--- config.mk ---
export PLATFORM = sky130hd
export DESIGN_NAME = pipeline_hazard_ctrl
export DESIGN_NICKNAME = d
export VERILOG_FILES = /design/src/rtl/pipeline_hazard_ctrl.sv
export SDC_FILE = /design/constraint.sdc
export NUM_CORES = 1
export LEC_CHECK = 0
export BUFFER_PORTS_ARGS = -buffer_cell sky130_fd_sc_hd__buf_2
export CORE_MARGIN = 2
export CORE_UTILIZATION = 28
export CTS_BUF_LIST = sky130_fd_sc_hd__clkbuf_2
export DETAILED_ROUTE_END_ITERATION = 12
export GPL_ROUTABILITY_DRIVEN = 0
export PLACE_DENSITY = 0.5
export SLEW_MARGIN = 20
export SYNTH_ARGS = -nofsm -noshare
export SYNTH_HDL_FRONTEND = slang
export SYNTH_SLANG_ARGS = --single-unit
--- constraint.sdc ---
create_clock -name clk -period 2.25 [get_ports clk]
set_clock_uncertainty 0.05 [all_clocks]
set_input_delay 0.45 -clock clk [delete_from_list [all_inputs] [get_ports clk]]
set_output_delay 0.45 -clock clk [all_outputs]
set_load 0.005 [all_outputs]
--- src/rtl/pipeline_hazard_ctrl.sv ---
// Central stall/flush sequencer for the 5-stage ARM64 pipeline: per-stage register
// enables, bubble/flush controls, data-memory wait watchdog and stall-cycle counter.
module pipeline_hazard_ctrl #(
  parameter bit          DELAY_SLOT  = 1'b1,
  parameter int unsigned MEM_TIMEOUT = 15,
  parameter int unsigned CNT_W       = 16
) (
  input  logic             clk,
  input  logic             reset,
  input  logic [4:0]       id_rn,
  input  logic [4:0]       id_rm,
  input  logic             id_uses_rn,
  input  logic             id_uses_rm,
  input  logic             id_flag_use,
  input  logic             br_taken,
  input  logic [4:0]       ex_rd,
  input  logic             ex_mem_read,
  input  logic             ex_flag_set,
  input  logic             mem_req,
  input  logic             mem_ready,
  output logic             pc_en,
  output logic             ifid_en,
  output logic             idex_en,
  output logic             exmem_en,
  output logic             memwb_en,
  output logic             ifid_flush,
  output logic             idex_bubble,
  output logic             memwb_bubble,
  output logic             mem_error,
  output logic [CNT_W-1:0] stall_cycles
);

  typedef enum logic {
    ST_RUN      = 1'b0,
    ST_MEM_WAIT = 1'b1
  } state_t;

  state_t           state_r;
  state_t           state_next_s;
  logic [7:0]       wait_cnt_r;
  logic [7:0]       wait_cnt_next_s;
  logic             mem_error_r;
  logic             mem_error_next_s;
  logic [CNT_W-1:0] stall_cycles_r;
  logic             lu_s;
  logic             fh_s;
  logic             eval_hz_s;
  logic             timeout_s;
  logic [8:0]       wait_sum_s;

  // Hazard detection: X31 reads as XZR, so it never creates a load-use dependency.
  always_comb begin
    lu_s = ex_mem_read && (ex_rd != 5'd31) &&
           ((id_uses_rn && (id_rn == ex_rd)) || (id_uses_rm && (id_rm == ex_rd)));
    fh_s = id_flag_use && ex_flag_set;
    // The request cycle in RUN is the first frozen cycle, so the whole access
    // (frozen cycles plus the forced release) spans MEM_TIMEOUT cycles.
    wait_sum_s = {1'b0, wait_cnt_r} + 9'd2;
    timeout_s  = (wait_sum_s >= 9'(MEM_TIMEOUT));
  end

  // Stall/flush decode and next-state logic.
  always_comb begin
    pc_en            = 1'b1;
    ifid_en          = 1'b1;
    idex_en          = 1'b1;
    exmem_en         = 1'b1;
    memwb_en         = 1'b1;
    ifid_flush       = 1'b0;
    idex_bubble      = 1'b0;
    memwb_bubble     = 1'b0;
    eval_hz_s        = 1'b0;
    state_next_s     = state_r;
    wait_cnt_next_s  = wait_cnt_r;
    mem_error_next_s = mem_error_r;
    if (!reset) begin
      pc_en        = 1'b0;
      ifid_en      = 1'b0;
      idex_en      = 1'b0;
      exmem_en     = 1'b0;
      memwb_en     = 1'b0;
      ifid_flush   = 1'b1;
      idex_bubble  = 1'b1;
      memwb_bubble = 1'b1;
    end else begin
      case (state_r)
        ST_RUN: begin
          if (mem_req && !mem_ready) begin
            pc_en           = 1'b0;
            ifid_en         = 1'b0;
            idex_en         = 1'b0;
            exmem_en        = 1'b0;
            memwb_bubble    = 1'b1;
            state_next_s    = ST_MEM_WAIT;
            wait_cnt_next_s = 8'd0;
          end else begin
            eval_hz_s = 1'b1;
          end
        end
        ST_MEM_WAIT: begin
          if (mem_ready) begin
            eval_hz_s       = 1'b1;
            state_next_s    = ST_RUN;
            wait_cnt_next_s = 8'd0;
          end else if (timeout_s) begin
            eval_hz_s        = 1'b1;
            memwb_bubble     = 1'b1;
            mem_error_next_s = 1'b1;
            state_next_s     = ST_RUN;
            wait_cnt_next_s  = 8'd0;
          end else begin
            pc_en           = 1'b0;
            ifid_en         = 1'b0;
            idex_en         = 1'b0;
            exmem_en        = 1'b0;
            memwb_bubble    = 1'b1;
            wait_cnt_next_s = wait_cnt_r + 8'd1;
          end
        end
        default: begin
          state_next_s    = ST_RUN;
          wait_cnt_next_s = 8'd0;
        end
      endcase
      if (eval_hz_s) begin
        if (lu_s || fh_s) begin
          pc_en       = 1'b0;
          ifid_en     = 1'b0;
          idex_bubble = 1'b1;
        end else if (br_taken && !DELAY_SLOT) begin
          ifid_flush = 1'b1;
        end else begin
          ifid_flush = 1'b0;
        end
      end else begin
        eval_hz_s = 1'b0;
      end
    end
  end

  // State, watchdog and saturating stall counter registers.
  always_ff @(posedge clk or negedge reset) begin
    if (!reset) begin
      state_r        <= ST_RUN;
      wait_cnt_r     <= 8'd0;
      mem_error_r    <= 1'b0;
      stall_cycles_r <= {CNT_W{1'b0}};
    end else begin
      state_r     <= state_next_s;
      wait_cnt_r  <= wait_cnt_next_s;
      mem_error_r <= mem_error_next_s;
      if (!pc_en && (stall_cycles_r != {CNT_W{1'b1}})) begin
        stall_cycles_r <= stall_cycles_r + {{(CNT_W-1){1'b0}}, 1'b1};
      end else begin
        stall_cycles_r <= stall_cycles_r;
      end
    end
  end

  assign mem_error    = mem_error_r;
  assign stall_cycles = stall_cycles_r;

endmodule
==> flow_metrics.py <==
metrics = {
    "finish": {
        "fin_util_pct": 40.2,
        "fin_nets": 255,
        "filler_cell_count": 578,
        "design_area_um2": 2230,
        "diodes": 0,
        "drive_gt1_share_pct": 42.9,
        "area_growth_pct": 38.4,
    },
    "power": {
        "power_mw": 1.66,
        "ir_drop_mv": 0.384,
        "p_leak_nw": 0.959,
        "power.density_nw_per_um2": 745,
    },
    "routing": {
        "drc_errors": 0,
        "met3_length_um": 211,
        "drt-total-wl_um": 3710,
        "via_per_inst": 4.61,
        "avgRoutedWirePerCell_um": 12.5,
        "drt_iter0_drc": 47,
        "top_layer_used": "met4",
        "routed-via-count": 1364,
        "wl_met2_um": 1600,
        "wl_met1_um": 1880,
        "drtPass1Iterations": 4,
        "ant_nets": 0,
    },
    "clock_network": {
        "cts-root-buf": "clkbuf_2",
        "cts_tree": "done",
        "cts_buffers": 3,
        "clk_pin_slew_ps": 250,
        "clock-sinks": 26,
        "clockBufferDepth": 2,
        "h-tree-depth": 1,
        "clkLatencyLatePin_ps": 360,
    },
    "run_status": {
        "status": "finished with violations",
        "violations": "setup timing",
    },
    "logic_synthesis": {
        "synthArstFlopShare_pct": 100,
        "ys_ff_latch": 26,
        "ys_types": 33,
        "ys_seq_area_share_pct": 40.4,
        "synth_fp_nets": 189,
        "synthCells": 159,
        "syn_area_um2": 1610,
        "synth_ff_type": "dfrtp_1",
        "yosys_warnings": 0,
        "synth_enable_flop_cells": 0,
        "syn_area_per_cell_um2": 10.1,
    },
    "placed_design": {
        "place_ws_ps": 12.1,
        "hpwl_um": 2750,
        "portBuffers": 48,
        "dpl_cell_area_um2": 2010,
    },
    "floorplan": {
        "start_util_pct": 29.1,
        "placementRows": 27,
        "die_area_um2": 6380,
        "die_h_um": 79.9,
        "ios": 50,
        "core-area_um2": 5540,
        "die_w_um": 79.9,
    },
    "global_routing": {
        "grt_max_degree": 18,
        "grt.overflow.total": 0,
        "first_global_vias": 1308,
        "grt_usage_pct": 12.3,
        "grt_pass1_wl_um": 6220,
        "antenna_found_initial": 0,
    },
    "sta": {
        "relSlewSlack_pct": 65.2,
        "hold_viol_final": 0,
        "finalSetupViolations": 5,
        "fin_hold_ws_ps": 357,
        "setup_ws_ps": -120,
        "drv_slew": 0,
        "rsz0062_at_grt": "true",
        "finalCritPeriodShare_pct": 105,
        "fmax_mhz": 422,
        "period_minus_slack_ps": 2370,
        "tightest_slew_ps": 519,
    },
    "setup_path": {
        "path_buf_inv": 1,
        "crit_arrival_ps": 1870,
        "path_max_fanout": 3,
        "critPathSlowestCell": "dfrtp_2",
        "crit_path_max_incr_delay_ps": 510,
        "required_ps": 1750,
        "path_cells": "ha_4, nand2b_4, mux2i_4, nand3_2, a21oi_2, o21ai_1, buf_2",
        "critPathKind": "reg2out",
        "crit_path_start_kind": "flop",
        "crit_family": "flip-flops",
        "critPathCaptureType": "primary output",
    },
    "hold_path": {
        "hold_path_class": "in2reg",
    },
    "run": {
        "timing.max_cap.violations": 0,
    },
}
==> power by group <==
part	switching [mW]	internal [mW]	leakage [nW]
registers	0.158	0.598	0.312
clock network	0.149	0.153	0.0266
logic	0.300	0.304	0.620
==> synth_stat cells (2+ instances only) <==
master / instances / area, µm²
and2_1: 6 / 37.5
nand2_1: 13 / 48.8
xor2_1: 12 / 105
a2111oi_2: 4 / 60.1
dfrtp_1: 26 / 651
and3_1: 2 / 12.5
o21ai_1: 6 / 30.0
xnor2_1: 13 / 114
o21ai_0: 6 / 30.0
inv_1: 5 / 18.8
nor3_1: 2 / 10.0
nand3_1: 9 / 45.0
ha_1: 5 / 62.6
a21oi_1: 10 / 50.1
buf_4: 4 / 30.0
nor2_1: 6 / 22.5
mux2_1: 2 / 22.5
nand2b_1: 3 / 18.8
a211oi_1: 2 / 15.0
nand4_1: 8 / 50.1
nor2b_1: 3 / 18.8
==> state kept, by name, indices dropped and copies added (netlist names) <==
signal        cells
stall_cycles     16
wait_cnt_r        8
mem_error         1
state_r           1
==> worst register-to-register path, delay by kind of cell, from the launching register on <==
family / cells / cell delay [ps]
AND/OR/NAND/NOR: 1 / 150
multiplexers: 2 / 550
buffers and inverters: 1 / 200
flip-flops: 1 / 510
AO/OA/AOI/OAI: 2 / 460
adder cells (fa/ha/maj): 1 / 190
==> placed cells by master, fill, tap and decap left out, types with 2 or more instances in the layout <==
master,n
inv_1,4
buf_4,15
dfrtp_1,23
ha_4,2
nand2_1,13
o21ai_0,6
a21oi_1,9
ha_1,3
a211oi_1,2
o21ai_1,5
buf_2,46
and2_1,4
a2111oi_4,3
nand3_2,2
clkbuf_2,3
buf_6,4
and3_1,2
and2_4,2
nand4_1,8
mux2_1,2
nor2_1,6
nor3_2,2
nand3_1,7
nand2b_1,2
a2111oi_2,2
xor2_1,11
xnor2_1,13
nor2b_1,2
dfrtp_2,3
==> stage by stage <==
| step | TNS [ps] | instances |
|---|---|---|
| after floorplan | 0 | 159 |
| after global placement | 0 | 287 |
| after detailed placement | 0 | 287 |
| after CTS | -741 | 295 |
| after global routing | -1170 | 296 |
| final | -457 | 296 |
==> cell families (layout without fill, tap and decap cells) <==
group,count (synthesis),in the layout,synth area share (%)
simple gates,54,54,17.8
compound gates,36,36,18.8
flops,26,26,40.4
xor+xnor,25,25,13.6
buf+inv,10,75,3.34
fa+ha+maj,5,5,3.88
mux,3,3,2.25
==> worst paths after layout <==
path                                      startpoint                            to  slack [ps]  depth (start not counted)
setup / recovery           wait_cnt_r[2]$_DFFE_PN0P_                   idex_bubble        -120                          7
hold / removal                             mem_ready     wait_cnt_r[2]$_DFFE_PN0P_         360                          4
setup reg to reg           wait_cnt_r[2]$_DFFE_PN0P_  stall_cycles[12]$_DFFE_PN0P_          70                          7
hold reg to reg                mem_error$_DFFE_PN0P_         mem_error$_DFFE_PN0P_         450                          1
max in group asynchronous                      reset     wait_cnt_r[2]$_DFFE_PN0P_        1460                          3
min in group asynchronous                      reset   stall_cycles[3]$_DFFE_PN0P_         490                          3
==> timing repair <==
| item | 4_1_cts | 5_1_grt |
|---|---|---|
| resized for setup | 9 | 16 |
| hold buffers | 1 | 0 |
| pin swaps | 3 | 7 |
| hold endpoints to repair | 26 | 0 |
| setup buffers | 3 | 1 |
| setup endpoints to repair | 5 | 12 |
==> area by class of cell <==
type | instances | area (µm²) | area share (%)
Multi-Input combinational cell | 123 | 1020 | 45.9
Sequential cell | 26 | 654 | 29.3
Timing Repair Buffer | 66 | 398 | 17.8
Tap cell | 72 | 90.1 | 4.04
Clock inverter | 1 | 30.0 | 1.35
Inverter | 5 | 18.8 | 0.842
Clock buffer | 3 | 15.0 | 0.673
==> layer usage <==
layer | global-route usage, % | up-vias
li1 | - | 697
met1 | 17.7 | 628
met2 | 18.6 | 37
met3 | 2.49 | 2
met4 | 3.56 | 0
met5 | 0 | -
Note: power is estimated with default switching activity, not from simulation.
